File: config.mk
export PLATFORM = sky130hd
export DESIGN_NAME = ps2_host_tx
export DESIGN_NICKNAME = d
export VERILOG_FILES = /design/src/rtl/ps2_host_tx.sv
export SDC_FILE = /design/constraint.sdc
export NUM_CORES = 1
export LEC_CHECK = 0
export BUFFER_PORTS_ARGS = -buffer_cell sky130_fd_sc_hd__buf_2
export CORE_MARGIN = 5
export CORE_UTILIZATION = 65
export DETAILED_ROUTE_END_ITERATION = 6
export PLACE_DENSITY = 0.85
export SLEW_MARGIN = 20
export SYNTH_ARGS = -nofsm -noshare
export SYNTH_HDL_FRONTEND = slang
export SYNTH_SLANG_ARGS = --single-unit
File: constraint.sdc
create_clock -name clk -period 4.1 [get_ports clk]
set_input_delay 0.615 -clock clk [delete_from_list [all_inputs] [get_ports clk]]
set_output_delay 0.615 -clock clk [all_outputs]
set_load 0.02 [all_outputs]
File: src/rtl/ps2_host_tx.sv
// PS/2 host-to-device transmitter: clock inhibit, request-to-send, 11-bit frame, device ack.
// Build option: define PS2_TX_RETRY_EN to retry a nacked or timed-out frame once with the same byte.
module ps2_host_tx #(
  parameter int INHIBIT_CYCLES = 2838,
  parameter int TIMEOUT_CYCLES = 425625
) (
  input  logic       clk,
  input  logic       reset,
  input  logic [7:0] tx_data,
  input  logic       tx_valid,
  output logic       tx_ready,
  input  logic       ps2_clk_i,
  input  logic       ps2_dat_i,
  output logic       ps2_clk_oe,
  output logic       ps2_dat_oe,
  output logic       tx_busy,
  output logic       done,
  output logic [1:0] status
);

  typedef enum logic [2:0] {
    S_IDLE,
    S_INHIBIT,
    S_REQ,
    S_SHIFT,
    S_ACK,
    S_RECOVER
  } state_t;

  localparam logic [19:0] INH_LAST  = 20'(INHIBIT_CYCLES - 1);
  localparam logic [19:0] TMO_LIMIT = 20'(TIMEOUT_CYCLES);
  localparam logic [1:0]  ST_ACK    = 2'b00;
  localparam logic [1:0]  ST_NACK   = 2'b01;
  localparam logic [1:0]  ST_TMO    = 2'b10;

  state_t      r_state, w_next_state;
  logic [19:0] r_cnt, w_next_cnt, w_cnt_inc;
  logic [9:0]  r_frame, w_next_frame;
  logic [3:0]  r_bit, w_next_bit;
  logic        r_dat_oe, w_next_dat_oe;
  logic        r_done, w_next_done;
  logic [1:0]  r_status, w_next_status;
  logic [2:0]  r_clk_sync;
  logic [1:0]  r_dat_sync;
  logic        w_fall, w_clk_s, w_dat_s, w_accept, w_tmo, w_retry;

`ifdef PS2_TX_RETRY_EN
  logic        r_retried, w_next_retried;
  assign w_retry = ~r_retried;
`else
  assign w_retry = 1'b0;
`endif

  // Bit 0/1 are the synchronizer, bit 2 is the previous synced level for edge detection.
  always_ff @(posedge clk or posedge reset) begin
    if (reset) begin
      r_clk_sync <= 3'b111;
      r_dat_sync <= 2'b11;
    end else begin
      r_clk_sync <= {r_clk_sync[1:0], ps2_clk_i};
      r_dat_sync <= {r_dat_sync[0], ps2_dat_i};
    end
  end

  assign w_clk_s  = r_clk_sync[1];
  assign w_dat_s  = r_dat_sync[1];
  assign w_fall   = (r_clk_sync[2:1] == 2'b10);
  assign w_accept = tx_valid & tx_ready;
  assign w_tmo    = (r_cnt == TMO_LIMIT);

  always_ff @(posedge clk or posedge reset) begin
    if (reset) begin
      r_state  <= S_IDLE;
      r_cnt    <= '0;
      r_frame  <= '0;
      r_bit    <= '0;
      r_dat_oe <= 1'b0;
      r_done   <= 1'b0;
      r_status <= 2'b00;
    end else begin
      r_state  <= w_next_state;
      r_cnt    <= w_next_cnt;
      r_frame  <= w_next_frame;
      r_bit    <= w_next_bit;
      r_dat_oe <= w_next_dat_oe;
      r_done   <= w_next_done;
      r_status <= w_next_status;
    end
  end

`ifdef PS2_TX_RETRY_EN
  always_ff @(posedge clk or posedge reset) begin
    if (reset) r_retried <= 1'b0;
    else       r_retried <= w_next_retried;
  end
`endif

  always_comb begin
    w_next_state  = r_state;
    w_next_cnt    = r_cnt;
    w_next_frame  = r_frame;
    w_next_bit    = r_bit;
    w_next_dat_oe = r_dat_oe;
    w_next_done   = 1'b0;
    w_next_status = r_status;
`ifdef PS2_TX_RETRY_EN
    w_next_retried = r_retried;
`endif
    // One counter serves the inhibit hold and, from REQ onward, the saturating timeout.
    w_cnt_inc = (r_cnt == 20'hFFFFF) ? r_cnt : r_cnt + 20'd1;

    case (r_state)
      S_IDLE: begin
        w_next_dat_oe = 1'b0;
        if (w_accept) begin
          w_next_frame = {1'b1, ~^tx_data, tx_data};
          w_next_cnt   = '0;
          w_next_bit   = '0;
          w_next_state = S_INHIBIT;
`ifdef PS2_TX_RETRY_EN
          w_next_retried = 1'b0;
`endif
        end
      end

      S_INHIBIT: begin
        if (r_cnt == INH_LAST) begin
          w_next_cnt    = '0;
          w_next_dat_oe = 1'b1;
          w_next_state  = S_REQ;
        end else begin
          w_next_cnt = w_cnt_inc;
        end
      end

      S_REQ, S_SHIFT, S_ACK: begin
        w_next_cnt = w_cnt_inc;
        if (w_tmo) begin
          w_next_dat_oe = 1'b0;
          if (w_retry) begin
            w_next_cnt   = '0;
            w_next_state = S_INHIBIT;
`ifdef PS2_TX_RETRY_EN
            w_next_retried = 1'b1;
`endif
          end else begin
            w_next_done   = 1'b1;
            w_next_status = ST_TMO;
            w_next_state  = S_IDLE;
          end
        end else if (w_fall) begin
          if (r_state == S_REQ) begin
            w_next_dat_oe = ~r_frame[0];
            w_next_bit    = 4'd1;
            w_next_state  = S_SHIFT;
          end else if (r_state == S_SHIFT) begin
            w_next_dat_oe = ~r_frame[r_bit];
            w_next_bit    = r_bit + 4'd1;
            if (r_bit == 4'd9) w_next_state = S_ACK;
          end else if (w_dat_s && w_retry) begin
            w_next_dat_oe = 1'b0;
            w_next_cnt    = '0;
            w_next_state  = S_INHIBIT;
`ifdef PS2_TX_RETRY_EN
            w_next_retried = 1'b1;
`endif
          end else begin
            w_next_status = w_dat_s ? ST_NACK : ST_ACK;
            w_next_state  = S_RECOVER;
          end
        end
      end

      S_RECOVER: begin
        if (w_clk_s && w_dat_s) begin
          w_next_done  = 1'b1;
          w_next_state = S_IDLE;
        end
      end

      default: w_next_state = S_IDLE;
    endcase
  end

  // done is registered, so ready is held off for the done cycle itself.
  assign tx_ready   = (r_state == S_IDLE) & ~r_done;
  assign tx_busy    = ~tx_ready;
  assign ps2_clk_oe = (r_state == S_INHIBIT);
  assign ps2_dat_oe = (r_state == S_INHIBIT) ? (r_cnt == INH_LAST) : r_dat_oe;
  assign done       = r_done;
  assign status     = r_status;

endmodule
==> impl_metrics.csv <==
group,metric,value,unit
logic_synthesis,netlist-cell-type-count,70,
layout,area_growth,7.181,%
setup_path,ff2ff_path_depth,7,
floorplan,io_pins,20,
floorplan,start_util,65.73,%
sta,finalHoldViolCount,0,
setup_path,worstPathArrival,2.63,ns
setup_path,cp_slowest_cell,"dfrtp_1",
layout,layout_commonest_cell,"dfrtp_1",
job,cap_viol_max_count,0,
worst_hold_path,min-delay-start,"r_clk_sync[0]",
placement,gp_congestion,0.9171,
setup_path,worstSetupPathType,"reg2out",
drt,wl_per_cell,17.88,microns
power,seqPwrFrac,39.2,%
logic_synthesis,synth_edf_count,0,
sta,max_freq,308.6,MHz
logic_synthesis,synth_seq_cells,46,
sta,layout_setup_ws,0.8595,ns
placement,dp_hpwl,4299,microns
grt,grt_max_degree,47,
grt,grt_pass1_vias,2356,
sta,final.setup.tns,0,ns
logic_synthesis,synthXorXnorAreaFrac,2.172,%
placement,place_ws,1.238,ns
layout,final_cells,347,
power,p_leak,0.001180,uW
logic_synthesis,synthSimpleGateAreaFrac,24.82,%
sta,period_share,79.04,%
setup_path,critPathBufInv,2,
power,clock_power_share,19.7,%
logic_synthesis,synth.net_count,298,
power,irDropWorstVdd,0.3796,mV
power,comb_power_share,41.1,%
layout,fillCellCount,333,
sta,finClkSkew,0.009143,ns
logic_synthesis,avgSynthCellArea,10.05,sq um
layout,finalCoreUtilization,70.45,%
clock_tree,cts_num_sinks,46,
setup_path,rrSetupSlack,1.55,ns
clock_tree,cts_tree,"done",
layout,final_cell_mix,"dfrtp_1, a21oi_1, buf_2, nand2_1, nand3_1",
grt,gr-usage-all-layers,22.98,%
setup_path,worstReg2RegEnd,"r_bit[3]",
drt,via_per_inst,6.833,
floorplan,coreArea,0.004294,sq mm
run_status,status,"finished clean",
setup_path,worstReg2RegStart,"r_cnt[1]",
drt,postRouteAntennaNets,0,
sta,worst_slew_pin_slew,0.7991,ns
floorplan,rows,24,
clock_tree,hold_buffers,0,
clock_tree,postCtsSetupBuffers,0,
drt,drt_first_pass_iters,4,
sta,setup_viol,0,
power,p_total,1740,uW
drt,dr_total_vias,2371,
logic_synthesis,async_flop_share,100.0,%
logic_synthesis,synth.cell_area,0.002823,sq mm
setup_path,critical-path-max-stage-delay,0.44,ns
logic_synthesis,synth_compound_area_share,20.74,%
grt,grt_pass1_wl,11230,microns
clock_tree,clk_pin_slew_worst_paths,0.09,ns
layout,nets,311,
clock_tree,worstSkewPairLatency,0.31,ns
drt,drc_errors,0,
clock_tree,root_buffer,"clkbuf_8",
sta,rsz0062_at_grt,"no",
worst_hold_path,holdPathEnd,"r_clk_sync[1]",
setup_path,endpoint_kind,"output pin",
setup_path,critPathMaxFanout,11,
logic_synthesis,synthMuxAreaShare,5.541,%
logic_synthesis,synth_top_family_by_area,"simple AND/OR/NAND/NOR gates",
setup_path,path_cells,"inv_1 > ha_1 > nor4bb_1 > nand4_1 > nor2_2 > o21ai_0 > o21ai_1 > buf_2",
drt,drt_iter0_markers,257,
placement,io_buffers,19,
placement,placedCellCount,339,
floorplan,die_w,75.90,microns
drt,routed_wl,6205,microns
layout,drive_gt1_share,22.03,%
logic_synthesis,synthAdderAreaFrac,1.773,%
worst_hold_path,min_path_type,"reg2reg",
floorplan,die_area,0.005761,sq mm
power,swShare,40.94,%
layout,diodes,0,
setup_path,crit_required,3.48,ns
floorplan,die_h,75.90,microns
sta,finalMaxSlewViolations,0,
worst_hold_path,hold_depth,0,
clock_tree,cts_buffers,5,
power,p_per_area,575.2,mW/mm^2
clock_tree,ctsResizeCount,0,
logic_synthesis,syn_inst,281,
setup_path,critPathLaunchType,"register",
grt,overflow,0,
logic_synthesis,ys.flop_type,"dfrtp_1",
logic_synthesis,yosys_warnings,0,
grt,antenna_found_initial,0,
sta,period_needed,3.241,ns
setup_path,critPathTopFamily,"simple AND/OR/NAND/NOR gates",
sta,slew_headroom,46.67,%
clock_tree,clk_path_buf_depth,2,
power,internal-power,1028,uW
logic_synthesis,ys_seq_area_share,41.00,%
clock_tree,h-tree-depth,2,
power,switching_power,712.5,uW
power groups by stage:
stage | clock network [uW] | logic [uW] | registers [uW]
finish | 343 | 715 | 683
global placement | 0 | 688 | 681
global route | 367 | 794 | 701
floorplan | 0 | 612 | 624
CTS | 349 | 710 | 680
detailed placement | 0 | 706 | 690
through the flow:
| stage | instance area (sq um) | hold WS [ns] |
|---|---|---|
| finish | 3025 | 0.3631 |
| global route | 3025 | 0.3690 |
| CTS | 3019 | 0.3654 |
| detailed placement | 2909 | 0.3517 |
| global placement | 2909 | 0.3457 |
| floorplan | 2823 | 0.3452 |
worst max path at each step:
stage / startpoint / to / slack (ns) / cells past startpoint
after floorplan: r_cnt[1] / ps2_dat_oe / 1.58 / 7
after global placement: r_cnt[1] / ps2_dat_oe / 1.34 / 8
after detailed placement: r_cnt[1] / ps2_dat_oe / 1.24 / 8
after CTS: r_cnt[1] / ps2_dat_oe / 0.88 / 8
after global routing: r_cnt[1] / ps2_dat_oe / 0.55 / 8
final: r_cnt[1] / ps2_dat_oe / 0.86 / 8
synthesized netlist by cell type (3+ instances only):
cell	count	area, sq um
o21ai_0	12	60.06
buf_2	8	40.04
or2_2	3	18.77
nor4_1	4	25.02
dfrtp_1	41	1026
nand4_1	8	50.05
a211o_1	3	26.28
o22a_1	5	43.79
mux2_2	9	101.4
nand2_1	16	60.06
or3_1	7	43.79
a21oi_1	19	95.09
ha_1	4	50.05
o221ai_1	4	35.03
xnor2_1	6	52.55
dfstp_2	5	131.4
nor2_1	7	26.28
nor3_1	7	35.03
nand2b_1	5	31.28
or4_1	7	52.55
nand2_2	3	18.77
clkbuf_1	3	11.26
o31ai_1	9	67.56
inv_1	10	37.54
nand3_1	14	70.07
o22ai_1	3	18.77
o31a_1	3	26.28
o211ai_1	3	22.52
kinds of logic after synthesis:
kind of cell / count (synthesis)
simple gates: 106
compound gates: 83
fa+ha+maj: 4
xor+xnor: 7
buf+inv: 23
mux: 12
flops: 46
registers in the layout, indices dropped and copies added (netlist names):
| name | cells |
|---|---|
| done | 1 |
| r_cnt | 20 |
| r_frame | 10 |
| r_dat_sync | 2 |
| r_bit | 4 |
| status | 2 |
| r_clk_sync | 3 |
| r_state | 3 |
| r_dat_oe | 1 |
routing by layer:
metal	part of all wire, %	GRT usage, %	vias up	wire (microns)
met3	5.2	3.791	8	323
met5	0	0	-	0
met2	48	35.27	79	3002
met1	45	32.77	1161	2797
met4	1.3	8.185	0	83
li1	-	-	1123	-
layout make-up:
type / count / area, sq um / share of cell area, %
inverters: 10 / 38.79 / 1.282
repair buffers: 19 / 95.09 / 3.143
flip-flops and latches: 46 / 1157 / 38.25
multi-input cells: 212 / 1559 / 51.53
clock buffers: 6 / 72.57 / 2.399
well taps: 52 / 65.06 / 2.151
clock inverters: 2 / 37.54 / 1.241
Power figures use the tool's default switching activity.
